**src/rtl/parking_occupancy.sv**
```systemverilog
// Parking lot occupancy tracker: counts inc/dec events, keeps sticky error and abort
// statistics, and converts the count to three BCD digits with a serial double-dabble.
module parking_occupancy #(
  parameter int CAPACITY = 200,
  parameter int ABORT_W  = 8
) (
  input  logic               clk,
  input  logic               rst,
  input  logic               inc,
  input  logic               dec,
  input  logic               abort,
  input  logic               clr_err,
  output logic [7:0]         count,
  output logic               full,
  output logic               empty,
  output logic               err_over,
  output logic               err_under,
  output logic [ABORT_W-1:0] abort_cnt,
  output logic [3:0]         bcd_hund,
  output logic [3:0]         bcd_tens,
  output logic [3:0]         bcd_ones,
  output logic               bcd_valid,
  output logic               bcd_busy
);

  localparam logic [1:0] ST_IDLE  = 2'd0;
  localparam logic [1:0] ST_LOAD  = 2'd1;
  localparam logic [1:0] ST_SHIFT = 2'd2;
  localparam logic [1:0] ST_DONE  = 2'd3;

  localparam logic [7:0]         CAP_C     = 8'(CAPACITY);
  localparam logic [ABORT_W-1:0] ABORT_MAX = {ABORT_W{1'b1}};
  localparam logic [ABORT_W-1:0] ABORT_ONE = {{(ABORT_W-1){1'b0}}, 1'b1};

  if (CAPACITY < 1 || CAPACITY > 255) begin : g_cap_check
    $error("parking_occupancy: CAPACITY must be in 1..255");
  end

  logic [7:0]         count_r;
  logic [7:0]         count_nxt_s;
  logic               set_over_s;
  logic               set_under_s;
  logic               err_over_r;
  logic               err_under_r;
  logic [ABORT_W-1:0] abort_cnt_r;
  logic               pending_r;
  logic [1:0]         state_r;
  logic [7:0]         shadow_r;
  logic [11:0]        scratch_r;
  logic [2:0]         iter_r;
  logic [11:0]        digits_r;
  logic               bcd_valid_r;
  logic [19:0]        step_s;

  // One double-dabble iteration: add 3 to any digit >= 5, then shift {bcd, bin} left.
  function automatic logic [19:0] dabble_step(input logic [11:0] bcd, input logic [7:0] bin);
    logic [11:0] adj;
    for (int d = 0; d < 3; d++) begin
      if (bcd[d*4 +: 4] >= 4'd5) begin
        adj[d*4 +: 4] = bcd[d*4 +: 4] + 4'd3;
      end else begin
        adj[d*4 +: 4] = bcd[d*4 +: 4];
      end
    end
    return {adj[10:0], bin, 1'b0};
  endfunction

  // Next count and error events; simultaneous inc and dec cancel out.
  always_comb begin
    count_nxt_s = count_r;
    set_over_s  = 1'b0;
    set_under_s = 1'b0;
    if (inc && !dec) begin
      if (count_r == CAP_C) begin
        set_over_s = 1'b1;
      end else begin
        count_nxt_s = count_r + 8'd1;
      end
    end else if (dec && !inc) begin
      if (count_r == 8'd0) begin
        set_under_s = 1'b1;
      end else begin
        count_nxt_s = count_r - 8'd1;
      end
    end else begin
      count_nxt_s = count_r;
    end
  end

  assign step_s = dabble_step(scratch_r, shadow_r);

  // Occupancy, sticky errors, abort statistics and change-pending flag.
  always_ff @(posedge clk) begin
    if (rst) begin
      count_r     <= 8'd0;
      err_over_r  <= 1'b0;
      err_under_r <= 1'b0;
      abort_cnt_r <= {ABORT_W{1'b0}};
      pending_r   <= 1'b0;
    end else begin
      count_r <= count_nxt_s;
      if (set_over_s) begin
        err_over_r <= 1'b1;
      end else if (clr_err) begin
        err_over_r <= 1'b0;
      end
      if (set_under_s) begin
        err_under_r <= 1'b1;
      end else if (clr_err) begin
        err_under_r <= 1'b0;
      end
      // A fresh abort arriving with clr_err restarts the count at one.
      if (clr_err) begin
        abort_cnt_r <= abort ? ABORT_ONE : {ABORT_W{1'b0}};
      end else if (abort && abort_cnt_r != ABORT_MAX) begin
        abort_cnt_r <= abort_cnt_r + ABORT_ONE;
      end
      if (count_nxt_s != count_r) begin
        pending_r <= 1'b1;
      end else if (state_r == ST_LOAD) begin
        pending_r <= 1'b0;
      end
    end
  end

  // Serial BCD converter working on a shadow copy of the count.
  always_ff @(posedge clk) begin
    if (rst) begin
      state_r     <= ST_IDLE;
      shadow_r    <= 8'd0;
      scratch_r   <= 12'd0;
      iter_r      <= 3'd0;
      digits_r    <= 12'd0;
      bcd_valid_r <= 1'b0;
    end else begin
      bcd_valid_r <= 1'b0;
      case (state_r)
        ST_IDLE: begin
          if (pending_r) begin
            state_r <= ST_LOAD;
          end
        end
        ST_LOAD: begin
          shadow_r  <= count_r;
          scratch_r <= 12'd0;
          iter_r    <= 3'd0;
          state_r   <= ST_SHIFT;
        end
        ST_SHIFT: begin
          {scratch_r, shadow_r} <= step_s;
          iter_r <= iter_r + 3'd1;
          if (iter_r == 3'd7) begin
            state_r <= ST_DONE;
          end
        end
        ST_DONE: begin
          digits_r    <= scratch_r;
          bcd_valid_r <= 1'b1;
          state_r     <= ST_IDLE;
        end
        default: begin
          state_r <= ST_IDLE;
        end
      endcase
    end
  end

  assign count     = count_r;
  assign full      = (count_r == CAP_C);
  assign empty     = (count_r == 8'd0);
  assign err_over  = err_over_r;
  assign err_under = err_under_r;
  assign abort_cnt = abort_cnt_r;
  assign bcd_hund  = digits_r[11:8];
  assign bcd_tens  = digits_r[7:4];
  assign bcd_ones  = digits_r[3:0];
  assign bcd_valid = bcd_valid_r;
  assign bcd_busy  = (state_r != ST_IDLE);

endmodule

```
**config.mk**
```make
export PLATFORM = sky130hd
export DESIGN_NAME = parking_occupancy
export DESIGN_NICKNAME = d
export VERILOG_FILES = /design/src/rtl/parking_occupancy.sv
export SDC_FILE = /design/constraint.sdc
export NUM_CORES = 1
export LEC_CHECK = 0
export ABC_AREA = 1
export BUFFER_PORTS_ARGS = -buffer_cell sky130_fd_sc_hd__buf_2
export CAP_MARGIN = 20
export CORE_MARGIN = 4
export CORE_UTILIZATION = 59
export CTS_BUF_LIST = sky130_fd_sc_hd__clkbuf_2
export DETAILED_ROUTE_END_ITERATION = 10
export MAX_ROUTING_LAYER = met4
export PLACE_DENSITY = 0.82
export SLEW_MARGIN = 10
export SYNTH_ARGS = -nofsm -noshare
export SYNTH_HDL_FRONTEND = slang
export SYNTH_SLANG_ARGS = --single-unit
export TNS_END_PERCENT = 50
```
**constraint.sdc**
```tcl
create_clock -name clk -period 1.8 [get_ports clk]
set_input_delay 0.36 -clock clk [delete_from_list [all_inputs] [get_ports clk]]
set_output_delay 0.36 -clock clk [all_outputs]
set_load 0.05 [all_outputs]
```
==> results of run 1 <==
-- registers in the layout, indices dropped and copies added (netlist names) --
register and flops:
err_under 1, digits_r 12, count 8, scratch_r 12
bcd_valid 1, err_over 1, shadow_r 8, abort_cnt 8
state_r 2, iter_r 3, pending_r 1
-- cell usage after synthesis (3+ instances only) --
master     n
o21ai_0   28
nand3_1   21
ha_1      17
nand2_1   58
inv_2      5
dfxtp_1   57
a21oi_1   42
nor2_2     5
inv_1     53
nand4_1    3
nor2_1    28
xor2_1    14
o211ai_1  14
nor3_1     5
clkbuf_1  11
a211oi_1   6
nand2_2    3
-- worst max-delay path, stage by stage, from the launching register on --
cell and delay (ns):
dfxtp_4 0.39, inv_6 0.05, ha_4 0.14, nand2_2 0.06, inv_2 0.05, nand2_2 0.05, inv_2 0.07, buf_8 0.14
-- where the power goes --
group | internal [mW] | total [mW] | switching [mW]
registers | 1.43 | 1.54 | 0.104
clock network | 0.331 | 0.794 | 0.463
logic | 0.482 | 1.52 | 1.03
-- area by class of cell --
type                    count  area, sq um
clock buffers              12         60.1
clock inverters             4         43.8
fillers                   401         1260
repair buffers             60          379
flip-flops and latches     57         1170
multi-input cells         255         1490
inverters                  59          234
well taps                  67         83.8
-- path summary, 6_finish.rpt --
check	from	endpoint	slack, ns
worst max register to register	count[1]$_SDFF_PP0_	pending_r$_SDFFE_PP0P_	0.18
worst min register to register	shadow_r[7]$_SDFFE_PP0P_	scratch_r[0]$_SDFFE_PP0P_	0.46
worst min-delay path	clr_err	abort_cnt[0]$_SDFFE_PP0P_	0.18
worst max-delay path	count[1]$_SDFF_PP0_	empty	0.03
-- layout by cell type, fill, tap and decap left out, types with 3 or more instances in the layout --
cell type	synthesis	routed
nand2_2	3	5
inv_1	53	50
nand3_1	21	20
buf_2	0	36
o21ai_0	28	28
nor2_4	0	3
ha_1	17	16
dfxtp_4	0	6
nand4_1	3	3
a211oi_1	6	6
inv_2	5	5
dfxtp_1	57	46
nor2_2	5	3
nor3_1	5	5
o211ai_1	14	14
clkbuf_2	0	12
a21oi_1	42	42
nand2_1	58	56
nor2_1	28	27
buf_4	0	21
xor2_1	14	14
dfxtp_2	0	5
-- cell families after synthesis --
| kind of cell | after synthesis |
|---|---|
| DFF | 57 |
| AOI/OAI and AO/OA | 98 |
| buffers and inverters | 71 |
| adders and majority gates | 17 |
| and+or+nand+nor | 126 |
| xor gates and xnor gates | 14 |
-- through the flow --
stage / TNS, ns / power [mW] / setup WS (ns) / hold WS (ns) / utilization (%)
after detailed placement: 0 / 2.94 / 0.188 / 0.452 / 66.8
after CTS: -0.00915 / 3.83 / -0.00915 / 0.156 / 72.6
after global placement: 0 / 2.91 / 0.204 / 0.441 / 66.8
final: 0 / 3.85 / 0.0251 / 0.185 / 73.3
after global routing: -0.137 / 4.10 / -0.0470 / 0.181 / 73.3
after floorplan: -0.102 / 2.60 / -0.102 / 0.441 / -
-- what timing repair did --
| item | CTS | global route |
|---|---|---|
| gates resized for setup | 33 | 3 |
| endpoints found under the setup margin | 3 | 3 |
| setup buffers | 10 | 4 |
| pin swaps | 2 | 4 |
-- per-layer routing --
metal / wire length, microns / GRT usage [%] / vias to the layer above
li1: - / - / 1391
met1: 2870 / 27.7 / 1213
met2: 3160 / 38.8 / 68
met3: 357 / 3.94 / 16
met4: 161 / 12.3 / 0
met5: 0 / - / -
==> results.yml, run 1 <==
status:
  status: "finished clean"
critical_path:
  cp.arrival_ns: 1.41
  cp_max_fo: 2
  crit_path_end_kind: "primary output"
  reg2regPathDepth: 10
  worstSetupPathType: "flip-flop to primary output"
  crit_required_ns: 1.44
  startpoint_type: "flip-flop"
sta:
  fin_crit_sh_pct: 98.6
  slew_violations: 0
  timing.fmax_mhz: 563
  skew_ns: 0.0222
  setup_violations: 0
  slew_headroom_pct: 55.7
  rsz0062_at_grt: "yes"
  tightest_slew_ns: 0.663
  hold_viol: 0
  min_period_ns: 1.77
synthesis:
  yosys_warnings: 0
  synth_xor_area_share_pct: 4.29
  synth_seq_cells: 57
  synth_compound_area_share_pct: 19.6
  yosysSeqAreaShare_pct: 39.9
  synth_top_family_by_area: "compound AO/OA/AOI/OAI gates"
  synthAdderAreaFrac_pct: 7.44
  async_flop_share_pct: 0
  synth.distinct_cells: 29
  synth.avg_cell_area_sq_um: 7.47
  ys.flop_type: "dfxtp_1"
  synth_top_area_share_pct: 39.9
  syn_inst: 383
  synthMuxAreaShare_pct: 0
  syn_area_sq_um: 2860
  synth_nets: 406
  yosys.area_share.simple_pct: 19.5
  synth_edf_count: 0
  yosys-top-cells-area: "dfxtp_1 40%, nand2_1 7.6%, ha_1 7.4%"
  yosysTopAreaCell: "dfxtp_1"
layout:
  layout.nets: 465
  diodes: 0
  synthToLayoutAreaGrowth_pct: 21.1
  fin_area_sq_um: 3460
  drive_gt1_share_pct: 24.4
  final-instance-count-excl-fill: 514
die:
  design.die.area_sq_um: 6030
  ios: 40
  die_x_microns: 77.6
  start_util_pct: 60.6
  core_sq_um: 4720
  die_h_microns: 77.6
  rows: 25
route:
  wire_per_inst_microns: 12.8
  drc_errors: 0
  vias: 2688
  drtIter0Drc: 103
  ant_nets: 0
  wl_mm: 6.55
  drt-pass1-iter-count: 4
  avgViaCountPerCell: 5.23
place:
  io_buffer_count: 39
  dp_hpwl_mm: 4.43
  dp_cells: 484
  place_congestion: 0.921
  placed_area_sq_um: 3160
clocking:
  cts_tree: "built"
  worstSkewPairLatency_ns: 0.48
  cts.sinks: 57
  cts_buffers: 9
  clock_path_buffers: 2
  clk_pin_slew_ns: 0.15
  ctsHoldBuffers: 0
  clockRootBuffer: "clkbuf_2"
  htreeDepth: 3
min_path:
  holdCritPathClass: "primary input to flip-flop"
  worstHoldPathCells: 4
grt:
  antenna_found_initial: 0
  grt_pass1_vias: 2564
  grt_start_max_net_pins: 23
  grt_pass1_wl_mm: 11.2
  overflow: 0
  grt_use_total_pct: 23.6
power_and_ir_drop:
  ir_drop_v: 0.000977
  p_leak_nw: 1.55
  power.density_nw_per_um2: 1110
run:
  maxCapViolations: 0
No activity file was read; power rests on OpenSTA's default activity.
==> inputs of run 2 (changes only) <==
RECOVER_POWER = 100   (was default)
==> run 2 against run 1 <==
  * Setup slack better by 0.011 ns
  * Combinational power about the same
  * Flip-flop and latch count unchanged
  * Critical endpoint unchanged
  * Highest routed layer unchanged
==> results.yml, run 2 (synthesis gave the netlist of run 1 again) <==
sta:
  hold_viol: 0
  timing.fmax_mhz: 567
  tightest_slew_ns: 0.666
  slew_headroom_pct: 55.5
  rsz0062_at_grt: "yes"
  skew_ns: 0.0217
  slew_violations: 0
  setup_violations: 0
  fin_tns_setup_ns: 0
  min_period_ns: 1.76
  fin_crit_sh_pct: 98.0
route:
  wire_per_inst_microns: 12.8
  avgViaCountPerCell: 5.26
  vias: 2705
  drtIter0Drc: 103
  drc_errors: 0
  drt-pass1-iter-count: 4
  ant_nets: 0
  wl_mm: 6.58
die:
  core_sq_um: 4720
  die_h_microns: 77.6
  die_x_microns: 77.6
  ios: 40
  design.die.area_sq_um: 6030
  start_util_pct: 60.6
  rows: 25
layout:
  mostFrequentLayoutCell: "nand2_1"
  drive_gt1_share_pct: 24.2
  layout.nets: 465
  fin_area_sq_um: 3460
  nFillCells: 401
  final_cell_mix: "56 x nand2_1, 50 x inv_1, 46 x dfxtp_1, 42 x a21oi_1, 36 x buf_2"
  diodes: 0
  top_regs: "digits_r x12, scratch_r x12"
  synthToLayoutAreaGrowth_pct: 21.0
  final_util_pct: 73.2
place:
  io_buffer_count: 39
  place_congestion: 0.921
  dp_hpwl_mm: 4.43
  placed_area_sq_um: 3160
status:
  status: "finished clean"
clocking:
  clock_path_buffers: 2
  worstSkewPairLatency_ns: 0.47
  htreeDepth: 3
  cts_buffers: 9
  clockRootBuffer: "clkbuf_2"
  cts.sinks: 57
  cts_tree: "built"
  clk_pin_slew_ns: 0.16
critical_path:
  worstSetupPathType: "flip-flop to primary output"
  startpoint_type: "flip-flop"
  reg2reg_from: "count[1]$_SDFF_PP0_"
  reg2reg_to: "pending_r$_SDFFE_PP0P_"
  reg2regPathDepth: 10
  cp.arrival_ns: 1.40
  max_stage_delay_ns: 0.39
  crit_required_ns: 1.44
  cp_max_fo: 2
  path_cells: "inv_6 > ha_4 > nand2_2 > inv_2 > nand2_2 > inv_2 > buf_8"
  r2r_setup_slack_ns: 0.15
  crit_path_top_delay_cell: "dfxtp_4"
  crit_path_end_kind: "primary output"
power_and_ir_drop:
  ir_drop_v: 0.000977
  p_leak_nw: 1.54
  p_total_mw: 3.85
  power.density_nw_per_um2: 1110
min_path:
  worstHoldPathCells: 4
  whs_endpoint: "abort_cnt[0]$_SDFFE_PP0P_"
  holdCritPathClass: "primary input to flip-flop"
  hold_start: "clr_err"
grt:
  grt_use_total_pct: 23.6
  grt_start_max_net_pins: 23
  grt_pass1_vias: 2564
  grt_pass1_wl_mm: 11.2
  overflow: 0
  antenna_found_initial: 0
run:
  maxCapViolations: 0
## run 2: cell types whose count changed in the layout (fill, tap and decap cells not counted)
cell and change:
clkbuf_1 +1, buf_4 -1
## run 2: area by class of cell
class                           count  area, sq um  share of cell area, %
Clock buffer                       12         60.1                   1.74
Clock inverter                      4         43.8                   1.27
Inverter                           59          234                   6.76
Multi-Input combinational cell    255         1490                   43.1
Sequential cell                    57         1170                   33.8
Tap cell                           67         83.8                   2.42
Timing Repair Buffer               60          375                   10.8
## run 2: what timing repair did
| item | 4_1_cts | 5_1_grt |
|---|---|---|
| setup buffers | 10 | 4 |
| resized for setup | 33 | 3 |
| gates cloned | 0 | 0 |
| pin swaps | 2 | 4 |
| endpoints found under the hold margin | 0 | 0 |
| endpoints found under the setup margin | 3 | 3 |
| hold buffers | 0 | 0 |
## run 2: how the worst max path moves through the flow
stage / startpoint / to / depth (start not counted)
final: count[1]$_SDFF_PP0_ / empty / 7
after CTS: count[2]$_SDFF_PP0_ / empty / 6
after detailed placement: count[0]$_SDFF_PP0_ / pending_r$_SDFFE_PP0P_ / 9
after floorplan: count[3]$_SDFF_PP0_ / pending_r$_SDFFE_PP0P_ / 7
after global placement: count[0]$_SDFF_PP0_ / pending_r$_SDFFE_PP0P_ / 9
after global routing: count[1]$_SDFF_PP0_ / empty / 7
## run 2: layer usage
metal,GRT usage [%],up-vias,share of wire (%)
met4,12.3,0,2.6
li1,-,1390,-
met1,27.7,1229,44
met5,-,-,0
met3,3.94,19,5.2
met2,38.8,67,48
## run 2: power breakdown
part	switching, mW	internal (mW)
registers	0.104	1.43
logic	1.04	0.478
clock network	0.463	0.331
total	1.60	2.24
## run 2: critical path: cells and delay by family (launching register included)
kind / cells / cell delay, ns
fa+ha+maj: 1 / 0.14
flops: 1 / 0.39
simple gates: 2 / 0.11
buf+inv: 4 / 0.31
## run 2: stage by stage
stage | hold slack, ns | cells | setup slack (ns)
global placement | 0.441 | 484 | 0.204
global route | 0.181 | 514 | -0.0470
floorplan | 0.441 | 383 | -0.102
detailed placement | 0.452 | 484 | 0.188
CTS | 0.156 | 510 | -0.00915
finish | 0.196 | 514 | 0.0362
==> inputs of run 3 (changes only) <==
BUFFER_PORTS_ARGS = -buffer_cell sky130_fd_sc_hd__buf_4   (was -buffer_cell sky130_fd_sc_hd__buf_2)
SLEW_MARGIN = default   (was 10)
==> run 3 against run 2 <==
  * The run now ends with setup timing left
  * Wire length up 0.47%
  * Combinational power is essentially flat
  * Clock power rose by 17%
  * Cell count decreased by 0.78%
  * Utilization is 0.95 points higher
  * Via count grew 0.33%
  * Critical endpoint unchanged
  * Register-to-register slack lost 0.03 ns
  * Total power is 3.8% higher
  * Non-clock buffer count is 4 lower
  * Setup slack worse by 0.045 ns
  * Hold slack got worse by 0.061 ns
==> results.yml, run 3 (synthesis gave the netlist of run 1 again) <==
grt:
  grtUsageMet1_pct: 28.6
  overflow: 0
  grt_pass1_vias: 2477
  busiest_layer: "met2"
  grt_start_max_net_pins: 31
  antenna_found_initial: 0
  use_met3_pct: 5.92
  grt_use_total_pct: 23.5
  grt_pass1_wl_mm: 11.0
  met2_usage_pct: 36.5
min_path:
  holdCritPathClass: "primary input to flip-flop"
power_and_ir_drop:
  p_total_mw: 3.99
  power.density_nw_per_um2: 1140
  ir_drop_v: 0.000851
  p_leak_nw: 1.52
critical_path:
  crit_path_top_delay_cell: "dfxtp_4"
  reg2reg_from: "abort_cnt[0]$_SDFFE_PP0P_"
  reg2reg_to: "abort_cnt[7]$_SDFFE_PP0P_"
  cp.arrival_ns: 1.45
  cp_max_fo: 2
  reg2regPathDepth: 12
  endpoint: "empty"
  startpoint_type: "flip-flop"
  crit_start: "count[0]$_SDFF_PP0_"
  cp_top_family: "flip-flops"
  crit_buf_inv: 4
  crit_required_ns: 1.44
  crit_path_end_kind: "primary output"
  path_depth: 7
  max_stage_delay_ns: 0.40
  worstSetupPathType: "flip-flop to primary output"
  r2r_setup_slack_ns: 0.12
  crit_top_cell: "inv_2"
  path_cells: "clkinv_4 > ha_4 > nand2_4 > inv_2 > nand2_2 > inv_2 > buf_8"
place:
  place_congestion: 0.959
  placed_area_sq_um: 3260
  io_buffer_count: 39
  dp_hpwl_mm: 4.47
sta:
  setup_violations: 1
  skew_ns: 0.0110
  rsz0062_at_grt: "yes"
  hold_viol: 0
  min_period_ns: 1.81
  fin_crit_sh_pct: 100
  tightest_slew_ns: 0.480
  timing.fmax_mhz: 553
  worst_slack_ns: -0.00866
  slew_headroom_pct: 68.0
  slew_violations: 0
clocking:
  htreeDepth: 3
  cts_buffers: 9
  cts.sinks: 57
  ctsHoldBuffers: 0
  clock_path_buffers: 2
  clk_pin_slew_ns: 0.16
  clockRootBuffer: "clkbuf_2"
  worstSkewPairLatency_ns: 0.49
  cts_tree: "built"
route:
  drc_errors: 0
  drtIter0Drc: 160
  wire_per_inst_microns: 13.0
  ant_nets: 0
  vias: 2714
  drt-pass1-iter-count: 4
  avgViaCountPerCell: 5.32
  wl_mm: 6.61
status:
  violations: "setup timing"
  status: "complete, but fails checks"
die:
  start_util_pct: 60.6
  rows: 25
  ios: 40
  core_sq_um: 4720
  design.die.area_sq_um: 6030
  die_x_microns: 77.6
  die_h_microns: 77.6
layout:
  fin_area_sq_um: 3500
  synthToLayoutAreaGrowth_pct: 22.5
  final_cell_mix: "57 x nand2_1, 50 x inv_1, 46 x dfxtp_1, 42 x a21oi_1, 35 x clkbuf_2"
  drive_gt1_share_pct: 23.7
  top_regs: "digits_r x12, scratch_r x12"
  layout.nets: 461
  mostFrequentLayoutCell: "nand2_1"
  diodes: 0
run:
  maxCapViolations: 0
## run 3: cell types whose count changed in the layout (fill, tap and decap cells not counted), sizes merged
| cell | change |
|---|---|
| inv | -1 |
| buf | -29 |
| clkinv | +3 |
| bufinv | +1 |
| clkbuf | +22 |
## run 3: worst reg2reg max path: cells and delay by family (launching register included)
kind                     cells  cell delay, ns
buffers and inverters        3            0.27
AND/OR/NAND/NOR              7            0.65
adder cells (fa/ha/maj)      1            0.16
AO/OA/AOI/OAI                1            0.12
flip-flops                   1            0.39
## run 3: through the flow
step	hold slack [ns]	TNS [ns]	instances	utilization [%]	worst slack, ns
final	0.135	-0.00866	510	74.2	-0.00866
after global routing	0.103	-0.338	510	74.2	-0.108
after CTS	0.113	-0.0173	506	74.6	-0.0173
after detailed placement	0.456	0	483	69.0	0.141
after global placement	0.444	0	483	69.0	0.242
after floorplan	0.441	-0.102	383	-	-0.102
## run 3: what timing repair did
| item | 4_1_cts | 5_1_grt |
|---|---|---|
| endpoints found under the setup margin | 3 | 4 |
| pin swaps | 3 | 3 |
| gates resized for setup | 30 | 10 |
| buffers inserted | 7 | 4 |
## run 3: how the worst min path moves through the flow
stage	depth (start not counted)	to	startpoint
global placement	2	err_under$_SDFFE_PP0P_	err_under$_SDFFE_PP0P_
global route	4	abort_cnt[0]$_SDFFE_PP0P_	clr_err
detailed placement	2	scratch_r[0]$_SDFFE_PP0P_	shadow_r[7]$_SDFFE_PP0P_
finish	4	abort_cnt[0]$_SDFFE_PP0P_	clr_err
CTS	4	abort_cnt[0]$_SDFFE_PP0P_	clr_err
floorplan	2	scratch_r[0]$_SDFFE_PP0P_	shadow_r[7]$_SDFFE_PP0P_
## run 3: per-layer routing
| metal | wire, microns | vias to the layer above |
|---|---|---|
| li1 | - | 1386 |
| met1 | 3050 | 1239 |
| met2 | 3100 | 75 |
| met3 | 337 | 14 |
| met4 | 123 | 0 |
| met5 | 0 | - |
## run 3: final cells by class
type                    instances  area [sq um]
multi-input cells             255          1500
fillers                       387          1220
flip-flops and latches         57          1170
repair buffers                 56           387
inverters                      59           234
clock inverters                 7          85.1
well taps                      67          83.8
clock buffers                   9          45.0
## run 3: where the power goes
part | leakage [nW] | internal (mW) | switching (mW)
registers | 0.470 | 1.43 | 0.116
clock network | 0.0784 | 0.447 | 0.484
logic | 0.974 | 0.482 | 1.03
